<file path="config.mk">
export PLATFORM = sky130hd
export DESIGN_NAME = cpu8_core
export DESIGN_NICKNAME = d
export VERILOG_FILES = /design/src/rtl/cpu8_core.sv
export SDC_FILE = /design/constraint.sdc
export NUM_CORES = 1
export LEC_CHECK = 0
export ABC_AREA = 1
export BUFFER_PORTS_ARGS = -buffer_cell sky130_fd_sc_hd__buf_2
export CAP_MARGIN = 10
export CORE_MARGIN = 3
export CORE_UTILIZATION = 24
export CTS_CLUSTER_SIZE = 14
export DETAILED_ROUTE_END_ITERATION = 8
export GPL_ROUTABILITY_DRIVEN = 1
export SYNTH_ARGS = -nofsm -noshare
export SYNTH_HDL_FRONTEND = slang
export SYNTH_SLANG_ARGS = --single-unit
</file>
<file path="constraint.sdc">
create_clock -name clk -period 2.5 [get_ports clk]
set_input_delay 0.375 -clock clk [delete_from_list [all_inputs] [get_ports clk]]
set_output_delay 0.375 -clock clk [all_outputs]
set_load 0.02 [all_outputs]
</file>
<file path="src/rtl/cpu8_core.sv">
// cpu8_core: 8-bit accumulator CPU that initiates transfers on the shared 8-bit memory bus.
// Instructions run as FETCH -> (OPERAND) -> (EXEC) steps; HLT parks the core until reset.
module cpu8_core #(
  parameter logic [7:0] RESET_PC = 8'h80
) (
  input  logic       clk,
  input  logic       reset,
  output logic [7:0] address_bus,
  output logic       write_enable,
  output logic [7:0] to_mem,
  input  logic [7:0] from_mem,
  output logic [7:0] acc,
  output logic [7:0] pc,
  output logic       halted
);

  typedef enum logic [1:0] {
    S_FETCH   = 2'd0,
    S_OPERAND = 2'd1,
    S_EXEC    = 2'd2,
    S_HALT    = 2'd3
  } state_t;

  typedef enum logic [3:0] {
    OP_NOP = 4'h0,
    OP_LDI = 4'h1,
    OP_LDA = 4'h2,
    OP_STA = 4'h3,
    OP_ADD = 4'h4,
    OP_SUB = 4'h5,
    OP_AND = 4'h6,
    OP_JMP = 4'h8,
    OP_JZ  = 4'h9,
    OP_JC  = 4'hA,
    OP_HLT = 4'hF
  } opcode_t;

  state_t     r_state;
  logic [7:0] r_pc;
  logic [3:0] r_ir;   // only the opcode nibble of IR ever influences behaviour
  logic [7:0] r_opr;
  logic [7:0] r_a;
  logic       r_z;
  logic       r_c;

  logic [3:0] w_fetch_op;
  logic       w_two_byte;
  logic       w_mem_op;
  logic       w_taken;
  logic [8:0] w_sum;
  logic [8:0] w_diff;
  logic [7:0] w_and;

  assign w_fetch_op = from_mem[7:4];
  assign w_sum      = {1'b0, r_a} + {1'b0, from_mem};
  assign w_diff     = {1'b0, r_a} - {1'b0, from_mem};  // bit 8 is the borrow
  assign w_and      = r_a & from_mem;

  // NOTE: every combinational output gets a default first so no latch is inferred.
  always_comb begin
    w_two_byte = 1'b0;
    case (w_fetch_op)
      OP_LDI, OP_LDA, OP_STA, OP_ADD, OP_SUB, OP_AND,
      OP_JMP, OP_JZ, OP_JC: w_two_byte = 1'b1;
      default:              w_two_byte = 1'b0;
    endcase
  end

  always_comb begin
    w_mem_op = 1'b0;
    w_taken  = 1'b0;
    case (r_ir)
      OP_LDA, OP_STA, OP_ADD, OP_SUB, OP_AND: w_mem_op = 1'b1;
      OP_JMP:  w_taken = 1'b1;
      OP_JZ:   w_taken = r_z;
      OP_JC:   w_taken = r_c;
      default: begin
        w_mem_op = 1'b0;
        w_taken  = 1'b0;
      end
    endcase
  end

  // The bus follows the state register directly, so reset silences a pending STA at once.
  assign address_bus  = (r_state == S_EXEC) ? r_opr : r_pc;
  assign write_enable = (r_state == S_EXEC) && (r_ir == OP_STA);
  assign to_mem       = r_a;
  assign acc          = r_a;
  assign pc           = r_pc;
  assign halted       = (r_state == S_HALT);

  // NOTE: sequential state uses non-blocking assignments so every register samples pre-edge values.
  always_ff @(posedge clk or posedge reset) begin
    if (reset) begin
      r_state <= S_FETCH;
      r_pc    <= RESET_PC;
      r_ir    <= 4'h0;
      r_opr   <= 8'h00;
      r_a     <= 8'h00;
      r_z     <= 1'b0;
      r_c     <= 1'b0;
    end else begin
      case (r_state)
        S_FETCH: begin
          r_ir <= w_fetch_op;
          r_pc <= r_pc + 8'd1;
          if (w_fetch_op == OP_HLT) begin
            r_state <= S_HALT;
          end else if (w_two_byte) begin
            r_state <= S_OPERAND;
          end else begin
            r_state <= S_FETCH;
          end
        end

        S_OPERAND: begin
          r_opr <= from_mem;
          r_pc  <= w_taken ? from_mem : r_pc + 8'd1;
          if (r_ir == OP_LDI) begin
            r_a <= from_mem;
            r_z <= (from_mem == 8'h00);
          end
          r_state <= w_mem_op ? S_EXEC : S_FETCH;
        end

        S_EXEC: begin
          case (r_ir)
            OP_LDA: begin
              r_a <= from_mem;
              r_z <= (from_mem == 8'h00);
            end
            OP_ADD: begin
              r_a <= w_sum[7:0];
              r_c <= w_sum[8];
              r_z <= (w_sum[7:0] == 8'h00);
            end
            OP_SUB: begin
              r_a <= w_diff[7:0];
              r_c <= w_diff[8];
              r_z <= (w_diff[7:0] == 8'h00);
            end
            OP_AND: begin
              r_a <= w_and;
              r_z <= (w_and == 8'h00);
            end
            default: begin
              r_a <= r_a;
            end
          endcase
          r_state <= S_FETCH;
        end

        S_HALT:  r_state <= S_HALT;
        default: r_state <= S_FETCH;
      endcase
    end
  end

endmodule

</file>
# Word level (Yosys, flattened, before mapping)
# Memory sizes are Yosys's and may differ from the RTL's.
# Cells that the tools add are included.
dict set report totals {
  out_inout_bits 34
  mem_bits_rw 0
  mem_bits_ro 16
  register_bits 32
  n_memories 1
  latchBits 0
}
dict set report classes {
  reduce_logical 12
  n_mux 16
  order_cmp 0
  shift 0
  n_eq_ne 15
  n_bitwise 1
  n_mul 0
  add_sub_neg 3
  n_div 0
}
# memory depth width read_ports rd_clocked_by_memory_dff write_ports line
set memory_table {}
lappend memory_table {{(name not given)} 16 1 1 0 0 62} ;# case (w_fetch_op)
# cell count
set op_table {}
lappend op_table {{$logic_not 8->1} 4}
lappend op_table {{$pmux 8 s2} 2}
lappend op_table {{$pmux 8 s4} 1}
lappend op_table {{$mux 8} 3}
lappend op_table {{$eq 4x4->1 const B} 4}
lappend op_table {{$eq 4x3->1 const B} 3}
lappend op_table {{$add 8x8->9} 1}
lappend op_table {{$sub 8x8->9} 1}
lappend op_table {{$add 8x1->8 const B} 1}
lappend op_table {{$and 8x8->8} 1}
lappend op_table {{$eq 4x2->1 const B} 2}
lappend op_table {{$pmux 2 s4} 1}
lappend op_table {{$reduce_bool 2->1} 3}
lappend op_table {{$ne 5x1->1 const B} 1}
lappend op_table {{$reduce_or 5->1} 1}
lappend op_table {{$eq 2x2->1 const B} 2}
lappend op_table {{$eq 4x1->1 const B} 1}
lappend op_table {{$mux 2} 2}
lappend op_table {{$pmux 1 s2} 2}
lappend op_table {{$pmux 1 s4} 1}
lappend op_table {{$mux 1} 3}
lappend op_table {{$pmux 1 s3} 1}
lappend op_table {{$reduce_and 3->1} 1}
lappend op_table {{$eq 2x1->1 const B} 1}
lappend op_table {{other kinds (4)} 4}

# Depth between registers and ports, before layout
dict set report depth {
  ltp_word 5
  mapped_depth 16
}

# Worst setup path after synthesis
# Ideal clock, no wire load.
dict set report synth_timing {
  kind {register to register}
  start {register r_a[0] (netlist: acc[0])}
  end {register r_z}
  path_stages_with_launch 14
  synth_period_minus_slack_ps 2040
  arrival_ps 1963
  path_buffers 0
  setup_ps 77
  path_slack_ps 460
  required_time_ps 2423
  path_cell_list {dfrtp_1 -> inv_1 -> ha_1 -> inv_1 -> fa_1 -> nor2_1 -> nand2_4 -> nor2_2 -> nand3_1 -> nor2_1 -> nand2_1 -> nand3_1 -> nand2_1 -> a21oi_1}
}
dict set report synth_via {
  elab_chain_cells 4
  elab_cells_between_ends 8
  cone_classes {add/sub: 2; mux: 2; bitwise: 1; reduce/logical: 3}
}
# element line
set synth_rtl {}
lappend synth_rtl {{from (decl)} 42} ;# logic [7:0] r_a;
lappend synth_rtl {{from (signal assigned)} 120} ;# r_a <= from_mem;
lappend synth_rtl {{from (signal assigned)} 129} ;# r_a <= from_mem;
lappend synth_rtl {{from (signal assigned)} 133} ;# r_a <= w_sum[7:0];
lappend synth_rtl {{$sub 8x8->9 (tied with other cells)} 56} ;# assign w_diff = {1'b0, r_a} - {1'b0, from_mem};
lappend synth_rtl {{$logic_not 8->1 (on tied branches)} {140, 135, 144}}
lappend synth_rtl {{$pmux 1 s4 (*)} 127} ;# case (r_ir)
lappend synth_rtl {{$pmux 1 s2 (*)} 103} ;# case (r_state)
lappend synth_rtl {{to (signal assigned)} 130} ;# r_z <= (from_mem == 8'h00);
lappend synth_rtl {{to (signal assigned)} 140} ;# r_z <= (w_diff[7:0] == 8'h00);
lappend synth_rtl {{to (signal assigned)} 144} ;# r_z <= (w_and == 8'h00);
lappend synth_rtl {{to (decl)} 43} ;# logic r_z;
# Every way passes the cells marked *; elsewhere a longest branch is shown, timed or not.
# A chain may end at the register's enable or synchronous reset.

# Final worst setup path
# Same ends and word-level chain as after synthesis.

==> flow_metrics.py <==
metrics = {
    "status": {
        "outcome": "finished, final reports clean",
    },
    "worst_setup_path": {
        "critPathRequiredTime_ps": 2690,
        "reg2reg_slack_ps": 370,
        "crit_type": "reg -> reg",
        "reg2reg_from": "acc[0]$_DFFE_PP0P_",
        "cp_num_buf_inv": 2,
        "arrival_ps": 2330,
        "critPathMaxStageDelay_ps": 410,
        "crit_path_start_kind": "register",
        "crit_family": "simple AND/OR/NAND/NOR gates",
        "cp_common_cell": "nand2_1",
        "path_max_fanout": 4,
        "cp_slowest_cell": "dfrtp_1",
        "crit_path_start": "acc[0]$_DFFE_PP0P_",
        "path_cells": "inv_1 -> ha_1 -> inv_1 -> fa_1 -> nand2_1 -> nand2_1 -> nand3b_2 -> nand2_2 -> nand2_1 -> nand2_1 -> nor2_1 -> nand2_1 -> nand3_1 -> nand2_1 -> a21oi_1",
        "worst_setup_path_end_kind": "register",
    },
    "min_path": {
        "hold_class": "in -> async",
    },
    "finish": {
        "nets": 487,
        "n_antenna_cell": 0,
        "final_cell_mix": "nand2_1, inv_1, buf_2",
        "fin_area_mm2": 0.00330,
        "final_common_cell": "nand2_1",
        "synthToLayoutAreaGrowth_pct": 16.4,
        "drive_above_1_share_pct": 18.1,
    },
    "timing": {
        "slew-limit-headroom_pct": 69.6,
        "final.min_clock_period_ps": 2130,
        "fin_tns_setup_ps": 0,
        "skew_ps": 2.94,
        "tightest_slew_ps": 455,
        "maxSlewViolCount": 0,
        "fin_crit_sh_pct": 85.3,
        "finalSetupViolCount": 0,
        "finalHoldViolCount": 0,
        "rsz0062_at_grt": "false",
        "fmax_mhz": 469,
    },
    "cts": {
        "worstSkewPairLatency_ps": 270,
        "cts_buffers": 5,
        "clock_path_buffers": 2,
        "cts_hold_buf": 0,
        "cts_tree": "built",
        "cts_resized": 0,
        "cts_setup_buffers": 0,
        "root_buffer": "clkbuf_16",
        "clk_pin_slew_worst_paths_ps": 50,
        "clock-sinks": 32,
        "htreeDepth": 2,
    },
    "yosys": {
        "ys_ff_latch": 32,
        "synth_ff_type": "dfrtp_1",
        "async_reset_ff_share_pct": 100,
        "yosysSeqAreaShare_pct": 28.3,
        "syn_avg_cell_area_um2": 6.86,
        "synth_cells": 414,
        "netlist_area_mm2": 0.00284,
        "ys_warn_count": 0,
        "synth-edff-count": 0,
        "synth_cell_types": 39,
        "syn_nets": 448,
    },
    "flow_run": {
        "maxCapViolCount": 0,
    },
    "grt": {
        "grt_max_degree": 33,
        "grt_pass1_wl_mm": 13.7,
        "grt_usage_pct": 12.7,
        "grt_pass1_vias": 2745,
        "grt_antenna_before_repair": 0,
        "overflow": 0,
    },
    "power": {
        "leakagePower_nw": 1.72,
        "power.density_mw_per_mm2": 1430,
        "peakVddDrop_mv": 0.738,
    },
    "place": {
        "hpwl_mm": 6.67,
        "portBuffers": 43,
        "gp_congestion": 0.883,
        "placed_cell_area_mm2": 0.00317,
    },
    "route": {
        "first_pass_iters": 5,
        "drt_iter0_markers": 240,
        "vias": 2862,
        "wl_per_cell_um": 14.0,
        "drc": 0,
        "ant_nets": 0,
        "wirelength_mm": 8.34,
        "vias_per_cell": 4.79,
    },
    "floorplan": {
        "die_area_mm2": 0.0132,
        "initial_core_util_pct": 24.8,
        "ios": 44,
        "fp.dieH_um": 115,
        "die_x_um": 115,
        "std_cell_rows": 39,
        "core-area_mm2": 0.0115,
    },
}
-- Yosys cell counts, drive strengths merged (5+ instances only) --
cell,n,area (um^2)
o211ai,8,60.1
nor2,36,174
nand2,126,500
nand3,27,140
dfrtp,31,776
o21ai,35,175
inv,58,218
ha,22,275
buf,14,100
a21oi,17,88.8
nand4,5,31.3
-- kinds of logic after synthesis --
| kind of cell | synth area share [%] |
|---|---|
| xor+xnor | 1.54 |
| simple gates | 32.2 |
| buf+inv | 11.6 |
| flops | 28.3 |
| compound gates | 15.3 |
| fa+ha+maj | 11.1 |
-- layout make-up --
cell class	instances	area (um^2)
well taps	143	179
repair buffers	49	260
clock buffers	7	133
inverters	58	218
flip-flops and latches	32	802
fillers	1250	8160
multi-input cells	307	1710
clock inverters	1	5.00
-- layer usage --
metal	global-route usage [%]	wire, um
met5	0	0
met4	3.52	116
met3	1.84	417
met2	21.8	4010
met1	16.8	3800
-- state kept, by name, indices dropped and copies added (netlist names) --
name	cells
r_z	1
r_opr	8
r_state	2
r_c	1
pc	8
r_ir	4
acc	8
-- per-stage QoR --
stage	hold slack (ps)	util (%)	std cells	total power, W	worst slack [ps]
floorplan	442	-	414	0.00333	460
global placement	456	27.6	589	0.00411	259
detailed placement	476	27.6	589	0.00414	279
CTS	207	28.8	597	0.00474	378
global route	235	28.8	597	0.00517	161
finish	188	28.8	597	0.00471	368
-- power by group --
| group | internal [W] | switching, W | total [W] |
|---|---|---|---|
| logic | 0.00102 | 0.00207 | 0.00309 |
| registers | 0.000793 | 0.000257 | 0.00105 |
| clock network | 0.000368 | 0.000210 | 0.000578 |
| total | 0.00218 | 0.00253 | 0.00471 |
-- worst paths after layout --
check | endpoint | depth (start not counted)
setup / recovery | r_z$_DFFE_PP0P_ | 15
hold / removal | r_ir[3]$_DFFE_PP0P_ | 3
setup reg to reg | r_z$_DFFE_PP0P_ | 15
hold reg to reg | r_opr[1]$_DFFE_PP0P_ | 2
max in group asynchronous | pc[7]$_DFFE_PP1P_ | 3
min in group clk | r_ir[1]$_DFFE_PP0P_ | 3
-- worst register-to-register path, cell delays in order (launching register included) --
cell	delay (ps)
dfrtp_1	410
inv_1	120
ha_1	150
inv_1	50
fa_1	410
nand2_1	80
nand2_1	100
nand3b_2	120
nand2_2	60
nand2_1	60
nand2_1	70
nor2_1	120
nand2_1	70
nand3_1	80
nand2_1	50
a21oi_1	120
(Power assumes the default switching activity.)
